==> src/rtl/tt_sai_decode_arbiter.sv <==
// Two-requester round-robin front end sharing one Hamming(7,4) SEC decoder,
// with a one-deep valid/ready output slot and saturating per-requester error counters.
module tt_sai_decode_arbiter #(
    parameter int CNT_W = 8
) (
    input  logic             clk,
    input  logic             rst,
    input  logic [1:0]       in_valid,
    input  logic [6:0]       in_code0,
    input  logic [6:0]       in_code1,
    output logic [1:0]       in_ready,
    output logic             out_valid,
    input  logic             out_ready,
    output logic [3:0]       out_data,
    output logic [2:0]       out_syn,
    output logic             out_err,
    output logic             out_src,
    input  logic             clr_cnt,
    output logic [CNT_W-1:0] err_cnt0,
    output logic [CNT_W-1:0] err_cnt1
);

    logic       slot_free;
    logic       last_src;
    logic [1:0] grant;
    logic [6:0] code;
    logic [2:0] syn;
    logic [3:0] data;

    assign slot_free = !out_valid || out_ready;

    // Tie goes to whichever requester was not granted last.
    always_comb begin
        grant = 2'b00;
        if (!rst && slot_free) begin
            unique case (in_valid)
                2'b01:   grant = 2'b01;
                2'b10:   grant = 2'b10;
                2'b11:   grant = last_src ? 2'b01 : 2'b10;
                default: grant = 2'b00;
            endcase
        end
    end

    assign in_ready = grant;

    always_comb begin
        code = grant[1] ? in_code1 : in_code0;
        syn  = {code[3] ^ code[4] ^ code[5] ^ code[6],
                code[1] ^ code[2] ^ code[5] ^ code[6],
                code[0] ^ code[2] ^ code[4] ^ code[6]};
        // Syndromes 1/2/4 point at parity bits, so the data nibble is left alone.
        data = {code[6] ^ (syn == 3'd7),
                code[5] ^ (syn == 3'd6),
                code[4] ^ (syn == 3'd5),
                code[2] ^ (syn == 3'd3)};
    end

    always_ff @(posedge clk) begin
        if (rst) begin
            out_valid <= 1'b0;
            out_data  <= 4'd0;
            out_syn   <= 3'd0;
            out_err   <= 1'b0;
            out_src   <= 1'b0;
            last_src  <= 1'b1;
        end else if (grant != 2'b00) begin
            out_valid <= 1'b1;
            out_data  <= data;
            out_syn   <= syn;
            out_err   <= (syn != 3'd0);
            out_src   <= grant[1];
            last_src  <= grant[1];
        end else if (out_ready) begin
            out_valid <= 1'b0;
        end
    end

    always_ff @(posedge clk) begin
        if (rst || clr_cnt) begin
            err_cnt0 <= '0;
            err_cnt1 <= '0;
        end else if (grant != 2'b00 && syn != 3'd0) begin
            if (grant[0] && err_cnt0 != '1) err_cnt0 <= err_cnt0 + 1'b1;
            if (grant[1] && err_cnt1 != '1) err_cnt1 <= err_cnt1 + 1'b1;
        end
    end

endmodule

==> config.mk <==
export PLATFORM = sky130hd
export DESIGN_NAME = tt_sai_decode_arbiter
export DESIGN_NICKNAME = d
export VERILOG_FILES = /design/src/rtl/tt_sai_decode_arbiter.sv
export SDC_FILE = /design/constraint.sdc
export NUM_CORES = 1
export LEC_CHECK = 0
export CAP_MARGIN = 15
export CORE_MARGIN = 2
export CORE_UTILIZATION = 45
export CTS_BUF_LIST = sky130_fd_sc_hd__clkbuf_8 sky130_fd_sc_hd__clkbuf_16
export CTS_CLUSTER_SIZE = 16
export DETAILED_ROUTE_END_ITERATION = 10
export PLACE_DENSITY = 0.77
export SETUP_SLACK_MARGIN = 0.1
export SYNTH_ARGS = -nofsm -noshare
export SYNTH_HDL_FRONTEND = slang
export SYNTH_SLANG_ARGS = --single-unit
==> constraint.sdc <==
create_clock -name clk -period 4.76 [get_ports clk]
set_input_delay 0.952 -clock clk [delete_from_list [all_inputs] [get_ports clk]]
set_output_delay 0.952 -clock clk [all_outputs]
set_load 0.02 [all_outputs]
Yosys cells after proc, flatten, opt, wreduce, memory -nomap -nowiden. Cells that the tools add are included.

Flip-flop bits (word level): 27. Logic and storage cells: 51.

Add/sub/neg operators: 2. Eq/ne operators: 9. Multiplexer cells: 6. Bitwise logic cells: 13. Reduce and logical (&&, ||, !) cells: 13.

Operators with widths (number): $add 8x1->8 const B (2); $ne 8x8->1 const B (2); $xor 1x1->1 (13); $eq 3x3->1 const B (3); $mux 7 (1); $pmux 2 s3 (1); $eq 2x2->1 const B (2); $logic_and 1x1->1 (4); $mux 2 (2); $reduce_and 2->1 (2); $reduce_bool 2->1 (2); $eq 3x2->1 const B (1); $reduce_bool 3->1 (1); $eq 2x1->1 const B (1); $logic_not 1->1 (2); $logic_or 1x1->1 (2); $mux 1 (2).

Logic depth before layout (Yosys ltp). Gate-level depths: netlist (run 1).

Depth in word-level cells: 11. Gate-level depth with buffers: 9.

Worst setup path after synthesis (run 1). Ideal clock, no wire load.

Path kind: input to output. Start: in rst. End: out in_ready[0]. Arrival: 1544 ps. Required time: 3808 ps. Slack: 2264 ps. Stages: 4. Path through: buf_2 > inv_2 > o2111ai_1 > inv_1.

Word-level cells in the longest chain between the ends: 3.

RTL lines: from (decl) (RTL line 7) `input logic rst,`; $logic_not 1->1 (RTL line 35) `if (!rst && slot_free) begin`; $logic_and 1x1->1 (RTL line 35); $mux 2 (RTL line 35); to (decl) (RTL line 11) `output logic [1:0] in_ready,`.

No other way between the ends.

Worst setup path in the final report (run 1).
Start: in rst. End: out in_ready[1].

The elaborated chain is that of the path after synthesis.

==> results.json, run 1 <==
{
  "crit_path_end_kind": "output pin",
  "whs_endpoint": "out_data[0]",
  "firstDrtPassIters": 4,
  "die_h_um": 63.9,
  "ys_warn_count": 0,
  "grt_first_pass_wirelength_um": 5990,
  "post-dp-hpwl_um": 2700,
  "required_ps": 3810,
  "antenna_found_initial": 0,
  "cts_sinks": 27,
  "r2r-end": "err_cnt0[7]",
  "clockBufferDepth": 2,
  "grt_pass1_vias": 1331,
  "vias": 1421,
  "cpMaxStageDelayCell": "clkdlybuf4s50_1",
  "fin_crit_sh_pct": 80.4,
  "tightest_slew_ps": 430,
  "layout_common_cells": "clkdlybuf4s50_1, dfxtp_1, nor2_1, xnor2_1, nand2_1",
  "drv_slew": 0,
  "setup-violations-final": 0,
  "p_per_area_nw_per_um2": 248,
  "cts_resized": 0,
  "min_from": "out_data[0]",
  "htree_levels": 1,
  "critPathMaxStageDelay_ps": 640,
  "io_buffers": 47,
  "min_path_type": "flip-flop to flip-flop",
  "relSlewSlack_pct": 71.1,
  "dpl_cell_area_um2": 2100,
  "mappedNetlistArea_um2": 1610,
  "start_kind": "input pin",
  "syn_to_final_growth_pct": 33.2,
  "dieArea_um2": 4080,
  "maxCapViolCount": 0,
  "synth_edf_count": 0,
  "hold_buffers": 0,
  "synth_ff_type": "dfxtp_1",
  "yosys.area.top_type": "dfxtp_1",
  "final_nets": 253,
  "hold_viol_final": 0,
  "skew_ps": 2.38,
  "diodes": 0,
  "cp_num_buf_inv": 4,
  "ys_types": 45,
  "r2r_slack_ps": 2810,
  "io_pins": 48,
  "place.gp.congestion": 0.854,
  "design.core.area_um2": 3390,
  "clkLatencyLatePin_ps": 280,
  "synth_area_per_cell_um2": 8.72,
  "rsz0062_at_grt": "no",
  "crit_arrival_ps": 2880,
  "vias_per_cell": 5.15,
  "drive_gt1_share_pct": 9.57,
  "ys_ff_latch": 27,
  "fin_crit_ps": 3830,
  "die_w_um": 63.9,
  "layout_commonest_cell": "clkdlybuf4s50_1",
  "drtIter0Drc": 82,
  "grt_max_degree": 16,
  "cpLargestDelayFamily": "buffers and inverters",
  "leakagePower_nw": 0.768,
  "cts_buffers": 3,
  "grt-ovfl-total": 0,
  "root_buffer": "clkbuf_8",
  "clk_pin_slew_worst_paths_ps": 90,
  "ant_nets": 0,
  "start_util_pct": 47.6,
  "ys_top_cells_by_area": "dfxtp_1, xnor2_1, mux2i_1, nor2_1, xor2_1",
  "rows": 21,
  "cp_max_fo": 12,
  "netlist_instances": 185,
  "max_freq_mhz": 261,
  "min_delay_path_depth": 2,
  "cts_setup_buffers": 0,
  "drc": 0,
  "synth_seq_area_share_pct": 33.5,
  "ir_drop_uv": 144,
  "wl_per_cell_um": 12.4,
  "crit_chain": "clkdlybuf4s50_1 -> inv_2 -> nand4_4 -> inv_2 -> clkdlybuf4s50_1",
  "grt_use_total_pct": 18.1,
  "design_area_um2": 2150,
  "status": "completed",
  "cts_tree": "built",
  "synth_nets": 207,
  "setup-tns-final_ps": 0,
  "reg2regPathDepth": 7,
  "reg2reg_from": "out_valid",
  "synthArstFlopShare_pct": 0,
  "fill_cells": 287,
  "path_class": "input pin to output pin",
  "wl_um": 3440,
  "synthDominantCellAreaShare_pct": 33.5
}
-- power breakdown --
part / switching (W) / leakage, nW / internal [W]
registers: 0.00000658 / 0.220 / 0.000237
logic: 0.0000835 / 0.522 / 0.0000741
clock network: 0.0000728 / 0.0255 / 0.0000588
-- cell families (layout without fill, tap and decap cells) --
group / after synthesis / after routing / share of synthesized area (%)
flops: 27 / 27 / 33.5
simple gates: 75 / 75 / 26.7
fa+ha+maj: 2 / 2 / 1.55
mux: 10 / 10 / 6.51
compound gates: 32 / 32 / 12.9
buf+inv: 11 / 56 / 3.57
xor+xnor: 28 / 28 / 15.2
-- how the worst max path moves through the flow --
stage	start	to	slack, ps	cells after the start
after detailed placement	rst	in_ready[1]	950	5
after global placement	rst	in_ready[1]	970	5
after floorplan	rst	in_ready[0]	2260	4
after CTS	rst	in_ready[1]	950	5
after global routing	rst	in_ready[1]	820	5
final	rst	in_ready[1]	930	5
-- per-layer routing --
metal	vias up	share of wire, %	global-route usage, %
met5	-	0	0
met4	0	1.7	7.34
met3	7	4.2	2.29
met2	38	46	29.6
met1	641	48	24.1
li1	735	-	-
-- layout make-up --
type	count	area, um2	area share [%]
Sequential cell	27	541	25.1
Multi-Input combinational cell	147	1020	47.3
Timing Repair Buffer	47	470	21.9
Inverter	5	18.8	0.873
Clock buffer	3	41.3	1.92
Clock inverter	1	5.00	0.233
Tap cell	46	57.6	2.68
-- stage by stage --
step	hold slack, ps	worst slack, ps	utilization [%]	std cells	total power (W)
finish	455	931	63.4	276	0.000533
global route	495	818	63.4	276	0.000560
CTS	458	949	63.4	276	0.000537
detailed placement	445	948	62.1	272	0.000406
global placement	441	967	62.1	272	0.000403
floorplan	462	2260	-	185	0.000350
-- registers in the layout, summed over array words and instances, names as in the netlist --
register   count
err_cnt1       8
last_src       1
out_valid      1
out_src        1
out_syn        3
out_data       4
out_err        1
err_cnt0       8
-- worst reg2reg max path, stage by stage, from the launching register on --
cell and delay, ps:
dfxtp_1 360, nand2b_1 130, nand4_4 260, inv_2 150
o211ai_2 120, nand3_2 250, or4_1 470, a21oi_1 140
-- synthesized netlist by cell type (all sizes together) (2+ instances only) --
| master | instances |
|---|---|
| nand3 | 9 |
| xor2 | 8 |
| nand4 | 2 |
| o211ai | 2 |
| or3 | 6 |
| o31ai | 2 |
| nor2 | 21 |
| buf | 3 |
| inv | 5 |
| xnor2 | 20 |
| or2 | 2 |
| o21ai | 9 |
| mux2i | 9 |
| clkbuf | 3 |
| nor2b | 2 |
| a21oi | 13 |
| ha | 2 |
| or4 | 2 |
| nor4b | 2 |
| nor3b | 2 |
| dfxtp | 27 |
| nor3 | 5 |
| and3 | 4 |
| nand2 | 14 |
Note: power is estimated with default switching activity, not from simulation.
==> run 2, diff against run 1 <==
clock period = 3.9 ns   (was 4.76 ns; I/O delays follow)
==> run 2 against run 1 <==
  * First-iteration DRC count is 15% lower
  * Critical endpoint is now in_ready[0]
  * Register-to-register slack lost 840 ps
  * Combinational power rose by 20%
  * Critical path type unchanged
  * Routed wire length shrank 5.7%
  * Via count unchanged
  * Cell count increased by 0.36%
  * Clock skew is essentially flat
  * Global-route usage is 2.4 points lower
==> results.json, run 2 (synthesis results as in run 1) <==
{
  "crit_arrival_ps": 2440,
  "diodes": 0,
  "leakagePower_nw": 0.772,
  "clkLatencyLatePin_ps": 270,
  "maxCapViolCount": 0,
  "clockBufferDepth": 2,
  "setup-tns-final_ps": 0,
  "design.core.area_um2": 3390,
  "crit_start": "rst",
  "place.gp.congestion": 0.773,
  "cp_max_fo": 10,
  "crit_path_end_kind": "output pin",
  "p_seq_share_pct": 46.2,
  "tightest_slew_ps": 469,
  "reg2regPathDepth": 6,
  "fill_cells": 293,
  "fin_crit_sh_pct": 82.5,
  "largestRegisters": "err_cnt0: 8 flops, err_cnt1: 8 flops, out_data: 4 flops",
  "vias_per_cell": 5.13,
  "final_nets": 254,
  "grt_max_degree": 16,
  "grt-ovfl-total": 0,
  "min_path_type": "flip-flop to flip-flop",
  "io_buffers": 47,
  "hold_viol_final": 0,
  "rsz0062_at_grt": "no",
  "utilization_pct": 63.6,
  "cts_sinks": 27,
  "cpLargestDelayFamily": "buffers and inverters",
  "drtIter0Drc": 70,
  "cpMaxStageDelayCell": "clkdlybuf4s50_1",
  "skew_ps": 2.49,
  "holdWs_ps": 461,
  "start_util_pct": 47.6,
  "layout_common_cells": "clkdlybuf4s50_1, dfxtp_1, nor2_1, xnor2_1, nand2_1",
  "drv_slew": 0,
  "post-dp-hpwl_um": 2560,
  "syn_to_final_growth_pct": 33.6,
  "crit_chain": "clkdlybuf4s50_1 -> inv_2 -> o2111ai_1 -> inv_1 -> clkdlybuf4s50_1",
  "start_kind": "input pin",
  "grt_first_pass_wirelength_um": 5300,
  "switching_power_w": 0.000192,
  "root_buffer": "clkbuf_8",
  "wl_um": 3240,
  "p_clk_share_pct": 24.4,
  "layout_commonest_cell": "clkdlybuf4s50_1",
  "antenna_found_initial": 0,
  "relSlewSlack_pct": 68.5,
  "ir_drop_uv": 207,
  "p_sw_share_pct": 29.8,
  "required_ps": 3120,
  "cts_resized": 0,
  "cts_tree": "built",
  "setup-violations-final": 0,
  "critPathMaxStageDelay_ps": 600,
  "min_from": "out_data[0]",
  "htree_levels": 1,
  "max_freq_mhz": 311,
  "cpMostUsedCell": "clkdlybuf4s50_1",
  "p_per_area_nw_per_um2": 298,
  "io_pins": 48,
  "fin_crit_ps": 3220,
  "min_delay_path_depth": 2,
  "reg2reg_from": "err_cnt0[0]",
  "vias": 1421,
  "rows": 21,
  "dieArea_um2": 4080,
  "die_h_um": 63.9,
  "grt_pass1_vias": 1197,
  "clk_pin_slew_worst_paths_ps": 90,
  "combPwrFrac_pct": 29.4,
  "die_w_um": 63.9,
  "cts_setup_buffers": 0,
  "cp_num_buf_inv": 4,
  "drc": 0,
  "grt_use_total_pct": 15.7,
  "ant_nets": 0,
  "drive_gt1_share_pct": 9.96,
  "dp_slack_ps": 686,
  "status": "completed",
  "worst_slack_ps": 682,
  "dp_cells": 273,
  "path_class": "input pin to output pin",
  "cts_buffers": 3,
  "wl_per_cell_um": 11.7,
  "cp.depth": 5,
  "fin_cells": 277,
  "p_int_w": 0.000451,
  "firstDrtPassIters": 4,
  "hold_buffers": 0
}
## run 2: area by class of cell
| cell class | count | area, um2 | area share, % |
|---|---|---|---|
| multi-input cells | 147 | 1020 | 47.1 |
| flip-flops and latches | 27 | 541 | 25.1 |
| repair buffers | 48 | 478 | 22.2 |
| well taps | 46 | 57.6 | 2.67 |
| clock buffers | 3 | 41.3 | 1.91 |
| inverters | 5 | 18.8 | 0.870 |
| clock inverters | 1 | 5.00 | 0.232 |
## run 2: worst paths after layout
check	end	slack [ps]
setup / recovery	in_ready[0]	680
hold / removal	out_data[0]	460
setup reg to reg	err_cnt0[5]	1970
hold reg to reg	out_data[0]	460
## run 2: worst min-delay path, delay by kind of cell (launching register included)
family | cells | cell delay, ps
AND/OR/NAND/NOR | 1 | 50
AO/OA/AOI/OAI | 1 | 50
flip-flops | 1 | 320
## run 2: layer usage
metal / GRT usage, % / up-vias / wire length, um
met1: 22.5 / 626 / 1650
met3: 1.58 / 2 / 174
met4: 3.80 / 0 / 8
met5: 0 / - / 0
met2: 25.3 / 45 / 1410
li1: - / 748 / -
## run 2: metrics by stage
step / cell area, um2 / power [W]
final: 2160 / 0.000643
after global routing: 2160 / 0.000674
after CTS: 2160 / 0.000649
after detailed placement: 2110 / 0.000494
after global placement: 2110 / 0.000492
after floorplan: 1610 / 0.000427
## run 2: power groups by stage
stage               clock (W)  combinational [W]  sequential (W)
finish               0.000157           0.000189        0.000297
global route         0.000170           0.000206        0.000299
CTS                  0.000160           0.000191        0.000297
detailed placement          0           0.000190        0.000304
global placement            0           0.000189        0.000304
floorplan                   0           0.000110        0.000318
==> run 3, diff against run 2 <==
clock period = 3.1 ns   (was 3.9 ns; I/O delays follow)
==> run 3 against run 2 <==
  * Clock power rose by 22%
  * Power rose by 25%
  * Critical path depth unchanged
  * Count of clock-buffer cells in the layout unchanged
  * Critical path type unchanged
  * Clock skew up 2.2 ps
  * Final area grew 0.64%
  * Sequential power rose by 26%
  * Global-route usage rose by 0.75 points
  * Cell count up 0.72%
  * Via count increased by 0.35%
  * Worst hold slack lost 2.0 ps
==> results.json, run 3 (synthesis results as in run 1) <==
{
  "dieArea_um2": 4080,
  "cpLargestDelayFamily": "buffers and inverters",
  "drv_slew": 0,
  "rows": 21,
  "root_buffer": "clkbuf_8",
  "path_class": "input pin to output pin",
  "worst_slack_ps": 264,
  "max_freq_mhz": 353,
  "cp.depth": 5,
  "vias_per_cell": 5.11,
  "hold_buffers": 0,
  "grt_pass1_vias": 1294,
  "place.gp.congestion": 0.867,
  "ant_nets": 0,
  "wl_um": 3310,
  "setup-violations-final": 0,
  "crit_path_end_kind": "output pin",
  "die_w_um": 63.9,
  "cts_buffers": 3,
  "setup-tns-final_ps": 0,
  "die_h_um": 63.9,
  "start_util_pct": 47.6,
  "crit_chain": "clkdlybuf4s50_1 -> nand2b_1 -> o2111ai_1 -> inv_1 -> clkdlybuf4s50_1",
  "relSlewSlack_pct": 71.2,
  "layout_common_cells": "clkdlybuf4s50_1, dfxtp_1, nor2_1, xnor2_1, nand2_1",
  "cp_num_buf_inv": 3,
  "wl_per_cell_um": 11.9,
  "cts_tree": "built",
  "min_path_type": "flip-flop to flip-flop",
  "drc": 0,
  "antenna_found_initial": 0,
  "maxCapViolCount": 0,
  "clk_pin_slew_worst_paths_ps": 90,
  "fin_crit_ps": 2840,
  "drtIter0Drc": 92,
  "reg2regPathDepth": 6,
  "start_kind": "input pin",
  "clkLatencyLatePin_ps": 260,
  "io_buffers": 47,
  "ir_drop_uv": 206,
  "rsz0062_at_grt": "no",
  "firstDrtPassIters": 4,
  "largestRegisters": "err_cnt0: 8 flops, err_cnt1: 8 flops, out_data: 4 flops",
  "htree_levels": 1,
  "hold_viol_final": 0,
  "vias": 1426,
  "grt_max_degree": 16,
  "status": "completed",
  "grt-ovfl-total": 0,
  "leakagePower_nw": 0.783,
  "io_pins": 48,
  "dp_slack_ps": 255,
  "diodes": 0,
  "layout_commonest_cell": "clkdlybuf4s50_1",
  "crit_arrival_ps": 2220,
  "design.core.area_um2": 3390,
  "cts_sinks": 27,
  "clockBufferDepth": 2,
  "min_delay_path_depth": 2,
  "cp_max_fo": 4,
  "cts_setup_buffers": 0,
  "drive_gt1_share_pct": 10.3,
  "power_w": 0.000805,
  "critPathMaxStageDelay_ps": 600,
  "tightest_slew_ps": 429,
  "fin_crit_sh_pct": 91.5,
  "cts_resized": 0,
  "utilization_pct": 64.0,
  "syn_to_final_growth_pct": 34.5,
  "cpMostUsedCell": "clkdlybuf4s50_1",
  "required_ps": 2480,
  "holdWs_ps": 459,
  "grt_first_pass_wirelength_um": 5480,
  "skew_ps": 4.65,
  "final_nets": 256,
  "p_per_area_nw_per_um2": 371,
  "post-dp-hpwl_um": 2660,
  "cpMaxStageDelayCell": "clkdlybuf4s50_1",
  "grt_use_total_pct": 16.4
}
==> run 3: changes by cell type in the layout (fill, tap and decap cells not counted), sizes merged <==
cell    previous run  this run
buf                1         3
clkinv             1         0
inv                5         6
==> run 3: area by class of cell <==
class	instances	area (um2)
fill	295	1220
timing repair buffer	50	493
tap	46	57.6
sequential	27	541
multi-input combinational	147	1020
inverter	5	18.8
clock inverter	1	3.75
clock buffer	3	41.3
==> run 3: per-stage QoR <==
step / cell area [um2] / instances
floorplan: 1610 / 185
global placement: 2130 / 275
detailed placement: 2130 / 275
CTS: 2170 / 279
global route: 2170 / 279
finish: 2170 / 279
==> run 3: report_power, final <==
group / switching, W / internal (W)
Sequential: 0.0000100 / 0.000364
Clock: 0.000102 / 0.0000885
Combinational: 0.000125 / 0.000116
==> run 3: final timing paths <==
kind	startpoint	end	slack [ps]
max reg2reg	err_cnt0[0]	err_cnt0[5]	1170
max	out_ready	in_ready[0]	260
min reg2reg	out_data[0]	out_data[0]	460
min	out_data[0]	out_data[0]	460
==> run 3: tightest hold or removal path, stage by stage, from the launching register on <==
cell and delay [ps]:
dfxtp_1 320, nand2_1 50, o21ai_1 50
==> run 3: layer usage <==
metal	vias to the layer above	track usage, %	wire length [um]
li1	741	-	-
met1	644	21.9	1570
met2	39	28.3	1540
met3	2	1.76	186
met4	0	4.08	17
met5	-	0	0
